$ cat config.mk
export PLATFORM = sky130hd
export DESIGN_NAME = verifier_h_percopy_driver
export DESIGN_NICKNAME = d
export VERILOG_FILES = /design/src/rtl/field_arith_defs.sv /design/src/rtl/verifier_pkg.sv /design/src/rtl/field_one_minus.sv /design/src/rtl/verifier_h_percopy_driver.sv
export SDC_FILE = /design/constraint.sdc
export NUM_CORES = 1
export LEC_CHECK = 0
export ABC_AREA = 0
export BUFFER_PORTS_ARGS = -buffer_cell sky130_fd_sc_hd__buf_2
export CAP_MARGIN = 15
export CORE_AREA = 2 2 262 264
export CTS_CLUSTER_SIZE = 20
export DETAILED_ROUTE_END_ITERATION = 16
export DIE_AREA = 0 0 264 266
export PLACE_DENSITY_LB_ADDON = 0.2
export SETUP_SLACK_MARGIN = 0.15
export SYNTH_ARGS = -nofsm -noshare
export SYNTH_HDL_FRONTEND = slang
export SYNTH_SLANG_ARGS = --single-unit
$ cat constraint.sdc
create_clock -name clk -period 3 [get_ports clk]
set_clock_uncertainty 0.1 [all_clocks]
set_input_delay 0.3 -clock clk [delete_from_list [all_inputs] [get_ports clk]]
set_output_delay 0.3 -clock clk [all_outputs]
set_load 0.01 [all_outputs]
$ cat src/rtl/field_arith_defs.sv
// field_arith_defs: constants of the Mersenne prime field
// p = 2^61 - 1 used by the verifier datapath.
package field_arith_defs;

  localparam int F_NBITS = 61;

  localparam logic [F_NBITS-1:0] F_Q =
    {F_NBITS{1'b1}};

  // F_Q + 2 - 2^F_NBITS, so ~x + F_Q_P2_MI == 1 - x mod F_Q
  localparam logic [F_NBITS-1:0] F_Q_P2_MI =
    {{(F_NBITS-1){1'b0}}, 1'b1};

endpackage

$ cat src/rtl/verifier_pkg.sv
// verifier_pkg: shared types of the verifier control path,
// including the per-copy driver FSM state.
package verifier_pkg;

  typedef enum logic [2:0] {
    IDLE,
    GET_CHAL,
    ISSUE,
    WAIT_ACK,
    DONE,
    ERROR
  } vstate_e;

endpackage

$ cat src/rtl/field_one_minus.sv
// field_one_minus: reduces x into [0, F_Q) and returns
// (1 - x) mod F_Q as ~x + F_Q_P2_MI with one final subtract.
module field_one_minus
  import field_arith_defs::*;
(
  input  logic [F_NBITS-1:0] x,
  output logic [F_NBITS-1:0] x_red,
  output logic [F_NBITS-1:0] y
);

  logic [F_NBITS:0] sum;

  // reduce, complement-add, then fold the sum back below F_Q
  always_comb begin
    x_red = (x >= F_Q) ? x - F_Q : x;
    sum   = {1'b0, ~x_red} + {1'b0, F_Q_P2_MI};
    if (sum >= {1'b0, F_Q}) begin
      y = F_NBITS'(sum - {1'b0, F_Q});
    end else begin
      y = sum[F_NBITS-1:0];
    end
  end

endmodule

$ cat src/rtl/verifier_h_percopy_driver.sv
// verifier_h_percopy_driver: runs nCopyBits challenge rounds
// with the prover. Optional VERIFIER_H_TIMEOUT_EN: ack timeout.
module verifier_h_percopy_driver
  import verifier_pkg::*;
  import field_arith_defs::*;
#(
  parameter int nCopies = 16,
  parameter int TIMEOUT = 1024,
  localparam int nCopyBits = $clog2(nCopies)
) (
  input  logic                 clk,
  input  logic                 rstb,
  input  logic                 en,
  input  logic [F_NBITS-1:0]   chal_in,
  input  logic                 chal_valid,
  output logic                 chal_req,
  output logic                 p_en,
  output logic                 p_restart,
  output logic [F_NBITS-1:0]   tau,
  output logic [F_NBITS-1:0]   m_tau_p1,
  input  logic                 p_ready_pulse,
  input  logic                 p_outputs_ready,
  output logic [nCopyBits-1:0][F_NBITS-1:0] z2,
  output logic [nCopyBits-1:0][F_NBITS-1:0] m_z2_p1,
  output logic                 ready,
  output logic                 ready_pulse,
  output logic                 error
);

  localparam int RW = $clog2(nCopyBits + 1);
  localparam logic [RW-1:0] LAST = RW'(nCopyBits - 1);

  vstate_e            state_q;
  vstate_e            state_d;
  logic [RW-1:0]      round_q;
  logic [F_NBITS-1:0] chal_red;
  logic [F_NBITS-1:0] chal_omx;
  logic               ack_timeout;

  field_one_minus u_one_minus (
    .x     (chal_in),
    .x_red (chal_red),
    .y     (chal_omx)
  );

`ifdef VERIFIER_H_TIMEOUT_EN
  localparam int TW = $clog2(TIMEOUT + 1);

  logic [TW-1:0] wait_cnt_q;

  // cycles spent in WAIT_ACK without an acknowledge
  always_ff @(posedge clk or negedge rstb) begin
    if (!rstb) begin
      wait_cnt_q <= '0;
    end else if (state_q == WAIT_ACK) begin
      wait_cnt_q <= wait_cnt_q + TW'(1);
    end else begin
      wait_cnt_q <= '0;
    end
  end

  assign ack_timeout = (wait_cnt_q == TW'(TIMEOUT - 1));
`else
  logic unused_timeout;
  assign unused_timeout = (TIMEOUT > 0);
  assign ack_timeout    = 1'b0;
`endif

  assign ready       = (state_q == IDLE) ||
                       (state_q == ERROR);
  assign chal_req    = (state_q == GET_CHAL);
  assign p_en        = (state_q == ISSUE);
  assign p_restart   = p_en && (round_q == '0);
  assign ready_pulse = (state_q == DONE) &&
                       p_outputs_ready;
  assign error       = (state_q == ERROR);

  // round sequencing and protocol-violation detection
  always_comb begin
    state_d = state_q;
    unique case (state_q)
      IDLE: begin
        if (en) state_d = GET_CHAL;
      end
      GET_CHAL: begin
        if (p_ready_pulse) state_d = ERROR;
        else if (chal_valid) state_d = ISSUE;
      end
      ISSUE: begin
        state_d = WAIT_ACK;
      end
      WAIT_ACK: begin
        if (p_outputs_ready && round_q != LAST)
          state_d = ERROR;
        else if (p_ready_pulse)
          state_d = (round_q == LAST) ? DONE : GET_CHAL;
        else if (ack_timeout)
          state_d = ERROR;
      end
      DONE: begin
        state_d = p_outputs_ready ? IDLE : ERROR;
      end
      ERROR: begin
        if (en) state_d = GET_CHAL;
      end
      default: begin
        state_d = IDLE;
      end
    endcase
  end

  // state, round counter, challenge and record registers
  always_ff @(posedge clk or negedge rstb) begin
    if (!rstb) begin
      state_q  <= IDLE;
      round_q  <= '0;
      tau      <= '0;
      m_tau_p1 <= '0;
      z2       <= '0;
      m_z2_p1  <= '0;
    end else begin
      state_q <= state_d;
      if (en && (state_q == IDLE || state_q == ERROR)) begin
        round_q <= '0;
      end
      if (state_q == GET_CHAL && state_d == ISSUE) begin
        tau      <= chal_red;
        m_tau_p1 <= chal_omx;
      end
      if (state_q == ISSUE) begin
        for (int i = 0; i < nCopyBits; i++) begin
          if (round_q == RW'(i)) begin
            z2[i]      <= tau;
            m_z2_p1[i] <= m_tau_p1;
          end
        end
      end
      if (state_q == WAIT_ACK &&
          (state_d == GET_CHAL || state_d == DONE)) begin
        round_q <= round_q + RW'(1);
      end
    end
  end

endmodule

# Word-level counts from Yosys, hierarchy flattened
# Cells that the tools add are included.
# W data, S select, Z words.
[word_totals]
regBits = 616
latchBits = 0
ramBits = 0
romBits = 0
in_bits = 67
out_inout_bits = 616
wordCells = 59
mem_count = 0
[classes]
addsub = 4
n_mul = 0
n_div = 0
magnitude_cmp = 2
n_eq_ne = 12
shifts = 0
muxes = 12
n_bitwise = 1
reduce_logical = 16
[ops]
columns = ["operator", "n"]
rows = [
  ["$mux W61", 2],
  ["$sub A61 B61 Y61 const B", 2],
  ["$add A61 B1 Y62 const B", 1],
  ["$ge A62 B61 Y1 const B", 1],
  ["$ge A61 B61 Y1 const B", 1],
  ["$not A61 Y61", 1],
  ["$mux W3", 9],
  ["$eq A3 B2 Y1 const B", 5],
  ["$pmux W3 S5", 1],
  ["$eq A3 B1 Y1 const B", 3],
  ["$eq A3 B3 Y1 const B", 3],
  ["$reduce_and A2 Y1", 4],
  ["$logic_and A1 B1 Y1", 6],
  ["$logic_not A3 Y1", 2],
  ["$add A3 B1 Y3 const B", 1],
  ["$ne A3 B2 Y1 const B", 1],
  ["$logic_or A1 B1 Y1", 2],
  ["$reduce_bool A2 Y1", 1],
  ["$reduce_or A2 Y1", 1],
]

# Longest topological paths before layout
# Gate-level depths: netlist of run 1.
[logic_depth]
word_depth = 9
ltp_mapped = 26
mapped_depth_nobuf = 18

# Cells and area by module
# Synthesis of run 1 repeated with hierarchy kept, for this count alone.
[unflattened]
cells_unflattened = 1998
area_unflattened_um2 = 26863.3
[by_module_without_submodules]
columns = ["module", "instances", "cells_per_inst", "area_per_inst_um2", "seq_area_each_um2"]
rows = [
  ["verifier_h_percopy_driver", 1, 1350, 23030.8, 15414.8],
  ["field_one_minus", 1, 648, 3832.4, 0.0],
]

# Worst setup path after synthesis of run 1
# Ideal clock, no wire load.
[synth_path]
kind = "input port to flip-flop"
startpoint = "input port chal_in[4]"
endpoint = "register m_tau_p1[55]"
setup_ns = 0.124
arrival_ns = 5.397
required_time_ns = 2.776
slack_ns = -2.621
cell_stages = 24
n_path_buf = 7
cell_sequence = "clkbuf_1 nand4_1 nor4_4 nand3_4 buf_6 buf_6 buf_6 nor2_2 mux2i_1 ha_1 clkbuf_1 inv_1 nor3_1 o2111ai_2 or3_1 or3_1 mux2i_1 or4_1 and4b_1 a21o_1 buf_4 buf_6 nor3_1 a211o_1"
[synth_between]
elab_chain_cells = 6
word_cells_on_any_way = 8
classes_between = "add/sub (3); order compare (2); mux (2); bitwise (1)"
[synth_lines]
columns = ["element", "line_no", "source"]
rows = [
  ["from (decl)", "verifier_h_percopy_driver.sv:14", "input logic [F_NBITS-1:0] chal_in,"],
  ["$sub A61 B61 Y61 or $ge A61 B61 Y1 (tied branches)", "field_one_minus.sv:15", "x_red = (x >= F_Q) ? x - F_Q : x;"],
  ["$mux W61 *", "field_one_minus.sv:15", ""],
  ["$not A61 Y61 *", "field_one_minus.sv:16", "sum = {1'b0, ~x_red} + {1'b0, F_Q_P2_MI};"],
  ["$add A61 B1 Y62 *", "field_one_minus.sv:16", ""],
  ["$sub A61 B61 Y61 or $ge A62 B61 Y1 (tied branches)", "field_one_minus.sv:18, field_one_minus.sv:17", ""],
  ["$mux W61 *", "field_one_minus.sv:17", "if (sum >= {1'b0, F_Q}) begin"],
  ["to (signal assigned)", "verifier_h_percopy_driver.sv:128", "m_tau_p1 <= chal_omx;"],
  ["to (decl)", "verifier_h_percopy_driver.sv:20", "output logic [F_NBITS-1:0] m_tau_p1,"],
]
# Mark *: on every way between the ends. The rest lies on a longest branch, timed or not.
# A chain may end at the register's enable or synchronous reset.

# Worst setup path after layout of run 1
[layout_path]
startpoint = "input port chal_in[3]"
endpoint = "register m_tau_p1[51]"
# Same word-level chain as after synthesis.

==> results of run 1 <==
## final cells by class
type,instances,area [um^2]
Clock buffer,90,1917
Sequential cell,616,15420
Clock inverter,36,519.2
Inverter,13,58.81
Antenna cell,5,12.51
Tap cell,882,1104
Timing Repair Buffer,1110,7014
Fill cell,5940,30520
Multi-Input combinational cell,1402,11180
## layer usage
layer | vias to the layer above | share of wire | GRT usage
met5 | - | 0.00024 | 0
met4 | 4 | 0.034 | 0.1041
met3 | 183 | 0.053 | 0.04399
met2 | 775 | 0.49 | 0.4823
met1 | 11443 | 0.42 | 0.3655
li1 | 9885 | - | -
## cell usage after synthesis, drive strengths merged, types with 3 or more instances
| library cell | instances |
|---|---|
| or4 | 6 |
| inv | 13 |
| o31ai | 5 |
| a211o | 18 |
| nor2b | 7 |
| nor4b | 8 |
| nand2 | 210 |
| nand3b | 3 |
| o311a | 3 |
| nand3 | 26 |
| nor3 | 43 |
| and3 | 13 |
| nor4 | 28 |
| xnor2 | 26 |
| a21oi | 53 |
| ha | 8 |
| o41ai | 3 |
| a22oi | 3 |
| buf | 50 |
| mux2 | 489 |
| and4b | 3 |
| xor2 | 12 |
| o211ai | 7 |
| nor3b | 5 |
| a221o | 4 |
| and2 | 12 |
| nand2b | 7 |
| dfrtp | 616 |
| or3 | 15 |
| or2 | 13 |
| nor2 | 116 |
| a31oi | 9 |
| o2111ai | 3 |
| o22ai | 18 |
| a211oi | 19 |
| o21ai | 108 |
| a22o | 19 |
| clkbuf | 82 |
| mux2i | 6 |
| o21a | 5 |
| nand4 | 36 |
## how the worst max path moves through the flow
| stage | startpoint | to | slack (ns) | cells past startpoint |
|---|---|---|---|---|
| 2_1_floorplan | chal_in[4] | m_tau_p1[55]$_DFFE_PN0P_ | -2.28 | 24 |
| 3_3_place_gp | chal_in[3] | m_tau_p1[47]$_DFFE_PN0P_ | -2.25 | 19 |
| 3_5_place_dp | chal_in[6] | m_tau_p1[51]$_DFFE_PN0P_ | -2.40 | 19 |
| 4_1_cts | chal_in[26] | m_tau_p1[51]$_DFFE_PN0P_ | -1.51 | 22 |
| 5_1_grt | chal_in[6] | m_tau_p1[51]$_DFFE_PN0P_ | -1.56 | 21 |
| 6_report | chal_in[3] | m_tau_p1[51]$_DFFE_PN0P_ | -1.47 | 20 |
## power breakdown
part	switching (uW)	internal [uW]
Clock	3580	5440
Combinational	4280	3870
Sequential	2710	10800
Total	10600	20100
## sequential cells by signal (all words and copies together), names as in the netlist
register  count
z2          244
m_z2_p1     244
state_q       3
m_tau_p1     61
round_q       3
tau          61
## worst max-delay path, stage by stage
cell and delay (ns):
buf_6 0.07, nand4_1 0.22, buf_4 0.23, nor4_4 0.26, nand3_4 0.13, nor2_4 0.15, mux2i_4 0.30, ha_4 0.22
inv_4 0.05, nor3_4 0.14, o2111ai_4 0.20, or3_4 0.44, or3_4 0.41, mux2i_2 0.16, or4_4 0.52, and4b_1 0.31
a21o_4 0.17, buf_6 0.12, nor2_1 0.08, a221o_1 0.36
## cells in the final DEF, fill, tap and decap left out, types with 11 or more instances in the layout
cell type / count
buf_2: 670
dfrtp_1: 614
mux2_2: 488
buf_4: 396
nand2_1: 205
nor2_1: 111
o21ai_0: 100
clkbuf_16: 71
a21oi_1: 51
nor3_1: 37
nand4_1: 34
xnor2_1: 24
nand3_1: 20
a22o_1: 19
buf_12: 19
o22ai_1: 18
nor4_1: 18
a211o_1: 18
buf_6: 18
and3_1: 13
a211oi_1: 12
or3_1: 12
clkinv_2: 12
xor2_1: 11
clkbuf_1: 11
## metrics by stage
stage | std cells | setup slack, ns | util | power [uW]
after floorplan | 2158 | -2.278 | - | 16580
after global placement | 3995 | -2.247 | 0.5038 | 21440
after detailed placement | 3995 | -2.403 | 0.5038 | 21730
after CTS | 4144 | -1.508 | 0.5465 | 30950
after global routing | 4152 | -1.565 | 0.5494 | 32180
final | 4154 | -1.469 | 0.5495 | 30650
## logic make-up (layout without fill, tap and decap cells)
family | count (synthesis) | in the layout | synth area share
buf+inv | 145 | 1249 | 0.02387
xor+xnor | 38 | 38 | 0.01240
simple gates | 559 | 564 | 0.1058
fa+ha+maj | 8 | 8 | 0.003729
compound gates | 297 | 297 | 0.07253
flops | 616 | 616 | 0.5743
mux | 495 | 495 | 0.2074
other cells | 0 | 5 | 0
## timing repair
action,4_1_cts,5_1_grt
endpoints found under the hold margin,68,0
cloned,6,1
resized for setup,53,26
endpoints found under the setup margin,62,62
hold buffers,3,0
pin swaps,33,14
setup buffers,14,4
==> impl_results.md, run 1 <==
* Yosys top cell by area: dfrtp_1
* Final WL at slightly above 100000 um
* Crit path kind: in2reg
* DR iter-0 viols at about 1300
* Avg Synthesized Cell Area at 12.44 um^2
* Register area share after synthesis at 0.5743
* EDFF count, synth at 0
* Via/cell ratio at about 5.4
* Worst Hold Path EP: tau[33]$_DFFE_PN0P_
* Clock Sink Count at between 600 and 700
* Violated checks: setup timing
* Synth Instances at approximately 2200
* IO Pins at 683
* Area post-placement at ~0.034 mm^2
* Max-Cap Viols at 0
* Leakage at just under 0.02 uW
* FFs w/ async S/R, synth at 1.000
* Reg2Reg Depth at 5
* Status: finished, violations left
* Congestion Overflow GR at 0
* FP Rows at 96
* Crit end category: register
* TNS Setup at -83.75 ns
* Vias in the first global route at 22979
* Core footprint at 0.06775 mm^2
* Post-synthesis cell type count at 84
* Initial Utilization at 0.3962
* Synthesis-to-layout area growth at 38.69%
* Max Slew Vio Count at 0
* Synth Flop Type: dfrtp_1
* GRT Total Usage at 0.2830
* Syn. warnings at 0
* Nets at roughly 3300
* Post-DP HPWL at 75930 um
* First-pass GRT wire length at 150300 um
* CTS max path bufs at 3
* Routed Antenna Nets at 0
* CP Data Required Time at ~3.4 ns
* Initial antenna violation count at 6
* Worst hold path type: in2reg
* Fin crit share at 1.490
* Post-Syn Area at 0.02684 mm^2
* Synth top area cells: dfrtp_1, mux2_2, nand2_1, o21ai_0, nor2_1
* Crit path max fanout at 8
* Reg2reg start: state_q[0]$_DFF_PN0_
* WHS at about 0.050 ns
* Die X at around 260 um
* Clock-pin slew on the worst setup and hold paths at ~0.060 ns
* Slew HR at 0.4348
* Largest net degree at the start of global routing at 96
* Worst hold path depth at 4
* Min Tclk post-route at about 4.5 ns
* GPL Wtd Cong at around 0.95
* Critical path startpoint category: primary input
* Routed length per instance at about 24 um
* Yosys reg bits at about 620
* Die Ht at about 270 um
* Worst EP arrival at slightly below 5 ns
* Worst Tran Pin Value at 0.8427 ns
* Clock latency on the worst-skew pair at 0.62 ns
* Die area at between 0.07 and 0.08 mm^2
* Net Count, Synth at between 2000 and 2500
* Final non-filler cell area at 0.03723 mm^2
* H-tree depth at 3
* Reg2reg end: m_tau_p1[8]$_DFFE_PN0P_
* Clock Root Buffer: clkbuf_16
* Pre-antenna DRT Iters at 5
* Hold Startpoint: chal_in[33]
* # DRC at 0
* Layout cells sized above 1 at 0.5528
* Hold Fails Final Rpt at 0
* R2R setup slack at between 0.5 and 0.6 ns
* Total clock buffers created by CTS at approximately 70
* Maximum operating frequency at ~220 MHz
* RSZ-0062 raised after global routing: yes
* Max IR drop VDD at ~550 uV
* Synth top area share at 0.5743
* Final WS setup at -1.469 ns
* I/O Buffers at 682
* Final setup viols at 61
* Via count at about 22000
* Pwr/cell area at about 820 mW/mm^2
* Clock tree from TritonCTS: built
(Power assumes the default switching activity.)
==> run 2, diff against run 1 <==
--- a/config.mk
+++ b/config.mk
@@ -8,10 +8,10 @@
 export ABC_AREA = 0
 export BUFFER_PORTS_ARGS = -buffer_cell sky130_fd_sc_hd__buf_2
 export CAP_MARGIN = 15
-export CORE_AREA = 2 2 262 264
+export CORE_AREA = 2 2 264 266
 export CTS_CLUSTER_SIZE = 20
 export DETAILED_ROUTE_END_ITERATION = 16
-export DIE_AREA = 0 0 264 266
+export DIE_AREA = 0 0 266 268
 export PLACE_DENSITY_LB_ADDON = 0.2
 export SETUP_SLACK_MARGIN = 0.15
 export SYNTH_ARGS = -nofsm -noshare
==> run 2 against run 1 <==
Largest cell class unchanged. Hold slack gained 0.012 ns. Non-clock buffer count shrank 20. Clock power shrank 2.5%. The flow still finishes with violations (setup timing). Die area grew 1.5%. Design area shrank 0.80%. Fmax shrank 0.13%.
==> impl_results.md, run 2 (synthesis gave the netlist of run 1 again) <==
* Status: finished, violations left
* Violated checks: setup timing
* Post-DP HPWL at around 76000 um
* Nets at 3265
* Layout cells sized above 1 at 0.5517
* Sw power at about 10000 uW
* Die X at around 270 um
* Initial antenna violation count at 16
* # DRC at 0
* Die Ht at approximately 270 um
* Final setup viols at 61
* Buf+Inv Stages, Crit Path at 4
* Reg2Reg Depth at 5
* Commonest non-fill, non-tap cells in the layout: buf_2, dfrtp_1, mux2_2
* Largest regs: m_z2_p1: 244 flops, z2: 244 flops
* Final WL at 100300 um
* Critical path startpoint category: primary input
* Crit end category: register
* Clock Sink Count at 616
* Maximum operating frequency at approximately 220 MHz
* Crit path max fanout at 11
* Net Sw Frac at 0.3407
* WP depth at 21
* Worst hold path type: in2reg
* Met1 Resource Use GR at 0.3447
* Crit path cell chain: buf_8 -> nand4_1 -> buf_6 -> nor4_4 -> buf_6 -> nand3_4 -> nor2_4 -> mux2i_2 -> ha_2 -> nand2b_1 -> nor2_1 -> o2111ai_2 -> or3_4 -> or3_4 -> mux2i_2 -> or4_4 -> and4b_1 -> a21o_1 -> buf_4 -> nor3_1 -> a211o_1
* Largest net degree at the start of global routing at ~120
* TNS Setup at -81.36 ns
* FP Rows at 96
* Worst EP arrival at 4.86 ns
* CP max stage delay at roughly 0.52 ns
* IO Pins at slightly below 700
* Synthesis-to-layout area growth at 37.58%
* Clock-pin slew on the worst setup and hold paths at about 0.060 ns
* RSZ-0062 raised after global routing: yes
* Fin crit share at 1.492
* Reg2reg start: state_q[0]$_DFF_PN0_
* Global route hottest layer: met2
* First-pass GRT wire length at 146900 um
* Worst Tran Pin Value at about 0.88 ns
* Pwr/cell area at 823.0 mW/mm^2
* Vias in the first global route at 22690
* Clock Root Buffer: clkbuf_16
* Total clock buffers created by CTS at roughly 70
* Most common cell after layout, fill and taps aside: buf_2
* CP Data Required Time at between 3 and 4 ns
* Clock tree from TritonCTS: built
* Crit path kind: in2reg
* Via count at 22274
* CP top delay family: simple AND/OR/NAND/NOR gates
* Sequential cell area at about 0.015 mm^2
* Multi-input combinational cell area at 0.01117 mm^2
* # fillers at approximately 6000
* Max-Cap Viols at 0
* Routed Antenna Nets at 0
* Crit path from: chal_in[26]
* Gate power share at 0.268
* Hold Fails Final Rpt at 0
* Pre-antenna DRT Iters at 5
* I/O Buffers at between 600 and 700
* Reg2reg end: m_tau_p1[46]$_DFFE_PN0P_
* Core footprint at about 0.068 mm^2
* Slew HR at 0.4110
* Clock power frac at 0.290
* Die area at about 0.07 mm^2
* Congestion Overflow GR at 0
* H-tree depth at 3
* WHS at about 0.062 ns
* Cell-internal power at approximately 20000 uW
* Routed length per instance at roughly 24 um
* Met3 Track Usage GR at 0.06185
* Critical Path End: m_tau_p1[3]$_DFFE_PN0P_
* Clock latency on the worst-skew pair at around 0.60 ns
* Max IR drop VDD at 555.1 uV
* R2R setup slack at roughly 0.4 ns
* CTS max path bufs at 3
* Met2 usage at 0.4737
* GRT Total Usage at 0.2745
* Via/cell ratio at 5.391
* Seq pwr share at 0.442
* Max Slew Vio Count at 0
* GPL Wtd Cong at 0.9444
* DR iter-0 viols at approximately 1500
* Crit path max-delay cell type: or4_4
* Min Tclk post-route at ~4.5 ns
* Final WS setup at -1.475 ns
* Leakage at ~0.020 uW
* Initial Utilization at 0.3934
-- run 2: cell types whose count changed in the layout (fill, tap and decap cells not counted), moves of 4 or more --
cell | before | now
nor4_2 | 2 | 6
buf_2 | 670 | 676
o21ai_2 | 1 | 13
o21ai_0 | 100 | 83
o21ai_1 | 7 | 12
diode_2 | 5 | 9
clkbuf_8 | 9 | 14
buf_4 | 396 | 381
clkinvlp_4 | 6 | 1
buf_6 | 18 | 10
-- run 2: power groups by stage --
stage / combinational (uW) / sequential, uW / clock, uW
final: 8150 / 13400 / 8800
after global routing: 8740 / 13800 / 9380
after CTS: 8220 / 13500 / 9010
after detailed placement: 8090 / 13600 / 0
after global placement: 7920 / 13500 / 0
after floorplan: 2890 / 13700 / 0
-- run 2: how the worst min path moves through the flow --
stage,startpoint,to,cells after the start
after floorplan,rstb,m_tau_p1[0]$_DFFE_PN0P_,0
after detailed placement,rstb,z2[70]$_DFFE_PN0P_,1
final,chal_in[6],tau[6]$_DFFE_PN0P_,4
after global placement,rstb,z2[70]$_DFFE_PN0P_,1
after CTS,chal_in[6],tau[6]$_DFFE_PN0P_,4
after global routing,chal_in[10],tau[10]$_DFFE_PN0P_,4
-- run 2: metrics by stage --
stage | power (uW) | area (um^2) | utilization | cells | setup WS (ns)
4_1_cts | 30720 | 36720 | 0.5381 | 4120 | -1.495
3_5_place_dp | 21690 | 34020 | 0.4986 | 3985 | -2.244
3_3_place_gp | 21380 | 34020 | 0.4986 | 3985 | -2.108
2_1_floorplan | 16580 | 26920 | - | 2158 | -2.278
6_report | 30390 | 36930 | 0.5413 | 4132 | -1.475
5_1_grt | 31920 | 36920 | 0.5411 | 4128 | -1.651
-- run 2: per-layer routing --
layer	share of wire	wire length, um	vias to the layer above
li1	-	-	9854
met1	0.40	40560	11413
met2	0.50	50270	829
met3	0.067	6753	168
met4	0.026	2633	10
met5	0.00066	66	-
-- run 2: what timing repair did --
action | 4_1_cts | 5_1_grt
endpoints found under the setup margin | 62 | 62
gates resized for setup | 60 | 27
pin swaps | 39 | 27
setup buffers | 7 | 2
hold buffers | 3 | 0
hold endpoints to repair | 54 | 0
cloned | 3 | 1
-- run 2: worst register-to-register path: stages, from the launching register on --
cell	delay (ns)
dfrtp_1	0.59
nor3b_1	0.58
nand2_4	0.39
buf_4	0.39
or3_1	0.42
nand3_2	0.08
-- run 2: layout make-up --
class	count	area share
inverter	13	0.001457
clock buffer	98	0.05465
antenna	9	0.0006099
tap	882	0.02988
multi-input combinational	1400	0.3024
timing repair buffer	1090	0.1838
sequential	616	0.4174
clock inverter	24	0.009758
==> run 3, diff against run 2 <==
--- a/config.mk
+++ b/config.mk
@@ -8,10 +8,10 @@
 export ABC_AREA = 0
 export BUFFER_PORTS_ARGS = -buffer_cell sky130_fd_sc_hd__buf_2
 export CAP_MARGIN = 15
-export CORE_AREA = 2 2 264 266
+export CORE_AREA = 2 2 262 264
 export CTS_CLUSTER_SIZE = 20
 export DETAILED_ROUTE_END_ITERATION = 16
-export DIE_AREA = 0 0 266 268
+export DIE_AREA = 0 0 264 266
 export PLACE_DENSITY_LB_ADDON = 0.2
 export SETUP_SLACK_MARGIN = 0.15
 export SYNTH_ARGS = -nofsm -noshare
==> constraint.sdc (replaced) <==
create_clock -name clk -period 4 [get_ports clk]
set_clock_uncertainty 0.1 [all_clocks]
set_input_delay 0.4 -clock clk [delete_from_list [all_inputs] [get_ports clk]]
set_output_delay 0.4 -clock clk [all_outputs]
set_load 0.01 [all_outputs]
==> run 3 against run 2 <==
Clock-buffer cell count rose by 3. The run still ends with setup timing left. Via count increased by 0.36%. Largest cell class unchanged. Sequential power shrank 25%. Sequential share of layout area is 0.22 points higher. Critical endpoint is now m_tau_p1[5]$_DFFE_PN0P_. Combinational power down 26%. Register-to-register slack better by 0.45 ns.
==> impl_results.md, run 3 (synthesis gave the netlist of run 1 again) <==
* TNS Setup at -21.67 ns
* Die Ht at 266 um
* Max IR drop VDD at around 300 uV
* Die X at roughly 260 um
* Worst hold path depth at 4
* Clock Root Buffer: clkbuf_16
* Worst Tran Pin Value at between 0.8 and 0.9 ns
* Via count at about 22000
* Final setup viols at 61
* Worst Hold Path EP: round_q[2]$_DFFE_PN0P_
* Status: finished, violations left
* Clock latency on the worst-skew pair at slightly above 0.6 ns
* Post-DP HPWL at around 75000 um
* Pre-antenna DRT Iters at 5
* CP Data Required Time at approximately 4.4 ns
* Layout cells sized above 1 at 0.5446
* Final WS setup at -0.4896 ns
* Core footprint at around 0.068 mm^2
* R2R setup slack at 0.84 ns
* H-tree depth at 3
* Max Slew Vio Count at 0
* Violated checks: setup timing
* Pwr/cell area at a little over 600 mW/mm^2
* Slew HR at 0.4180
* Clock-pin slew on the worst setup and hold paths at 0.06 ns
* Final WL at around 99000 um
* Largest net degree at the start of global routing at ~100
* RSZ-0062 raised after global routing: yes
* DR iter-0 viols at ~1300
* Via/cell ratio at about 5.5
* Crit path cell chain: buf_6 -> nand4_1 -> buf_4 -> nor4_4 -> nand3_4 -> nor2_4 -> mux2i_4 -> ha_4 -> inv_4 -> nor3_4 -> o2111ai_4 -> or3_4 -> or3_4 -> mux2i_2 -> or4_4 -> and4b_1 -> a21o_4 -> buf_6 -> nor3_1 -> a211o_1
* Congestion Overflow GR at 0
* # DRC at 0
* Routed Antenna Nets at 0
* Worst hold path type: in2reg
* Die area at 0.07022 mm^2
* Initial antenna violation count at 6
* GRT Total Usage at 0.2764
* Critical path startpoint category: primary input
* Reg2Reg Depth at 8
* Most common cell after layout, fill and taps aside: buf_2
* Crit path max-delay cell type: or4_4
* Crit path kind: in2reg
* CTS max path bufs at 3
* CP top delay family: simple AND/OR/NAND/NOR gates
* I/O Buffers at approximately 680
* Crit path max fanout at 9
* Leakage at approximately 0.02 uW
* Total clock buffers created by CTS at 68
* IO Pins at just under 700
* Nets at ~3200
* Max-Cap Viols at 0
* Hold Startpoint: en
* Routed length per instance at 24.25 um
* Synthesis-to-layout area growth at 36.84%
* Reg2reg end: m_z2_p1[54]$_DFFE_PN0P_
* First-pass GRT wire length at approximately 150000 um
* Hold Fails Final Rpt at 0
* Reg2reg start: state_q[2]$_DFF_PN0_
* Buf+Inv Stages, Crit Path at 4
* CP max stage delay at roughly 0.52 ns
* Crit end category: register
* Maximum operating frequency at approximately 220 MHz
* Commonest non-fill, non-tap cells in the layout: buf_2, dfrtp_1, mux2_2
* Largest regs: m_z2_p1: 244 flops, z2: 244 flops
* WHS at approximately 0.12 ns
* Finished Core Util at 0.5422
* FP Rows at between 90 and 100
* Initial Utilization at 0.3962
* Min Tclk post-route at ~4.5 ns
* Total chip power at between 20000 and 25000 uW
* Vias in the first global route at between 20000 and 25000
* Clock tree from TritonCTS: built
* Worst EP arrival at around 5 ns
* GPL Wtd Cong at roughly 0.95
* Fin crit share at 1.122
* Clock Sink Count at slightly above 600
-- run 3: area by class of cell --
cell class              instances  area, um^2
multi-input cells            1403       11200
clock inverters                21       296.5
fillers                      5940       31010
clock buffers                 101        2058
flip-flops and latches        616       15410
well taps                     882        1104
diodes                          4       10.01
inverters                      13       51.30
repair buffers               1061        6594
-- run 3: what timing repair did --
item | in CTS | in global routing
gates resized for setup | 25 | 54
endpoints found under the setup margin | 61 | 61
setup buffers | 8 | 6
hold endpoints to repair | 75 | 0
pin swaps | 15 | 20
cloned | 3 | 4
hold buffers | 1 | 0
-- run 3: worst max path at each step --
stage | from | endpoint | slack (ns) | cells past startpoint
3_5_place_dp | chal_in[3] | m_tau_p1[45]$_DFFE_PN0P_ | -1.44 | 19
6_report | chal_in[3] | m_tau_p1[5]$_DFFE_PN0P_ | -0.49 | 20
5_1_grt | chal_in[6] | m_tau_p1[5]$_DFFE_PN0P_ | -0.60 | 20
2_1_floorplan | chal_in[4] | m_tau_p1[55]$_DFFE_PN0P_ | -1.38 | 24
4_1_cts | chal_in[25] | m_tau_p1[45]$_DFFE_PN0P_ | -0.56 | 22
3_3_place_gp | chal_in[3] | m_tau_p1[47]$_DFFE_PN0P_ | -1.29 | 19
-- run 3: worst register-to-register path: stages, from the launching register on --
cell	delay, ns
dfrtp_1	0.46
inv_1	0.18
nand2_1	0.16
nor3_1	0.71
nand2_4	0.10
inv_2	0.45
buf_12	0.32
buf_4	0.23
mux2_2	0.34
-- run 3: through the flow --
step	worst slack, ns	instances	cell area, um^2
5_1_grt	-0.6001	4098	36720
2_1_floorplan	-1.378	2158	26920
3_3_place_gp	-1.289	3953	33780
6_report	-0.4896	4101	36730
3_5_place_dp	-1.441	3953	33780
4_1_cts	-0.5615	4087	36350
-- run 3: metal layers --
metal / track usage / share of wire
met1: 0.3541 / 0.41
met2: 0.4745 / 0.49
met3: 0.04741 / 0.058
met4: 0.09383 / 0.032
met5: 0 / 0.00030
-- run 3: report_power, final --
group / switching, uW / internal (uW) / leakage [uW] / total, uW
Combinational: 3190 / 2860 / 0.0101 / 6060
Sequential: 2010 / 8070 / 0.00828 / 10100
Clock: 2580 / 3960 / 0.00116 / 6550
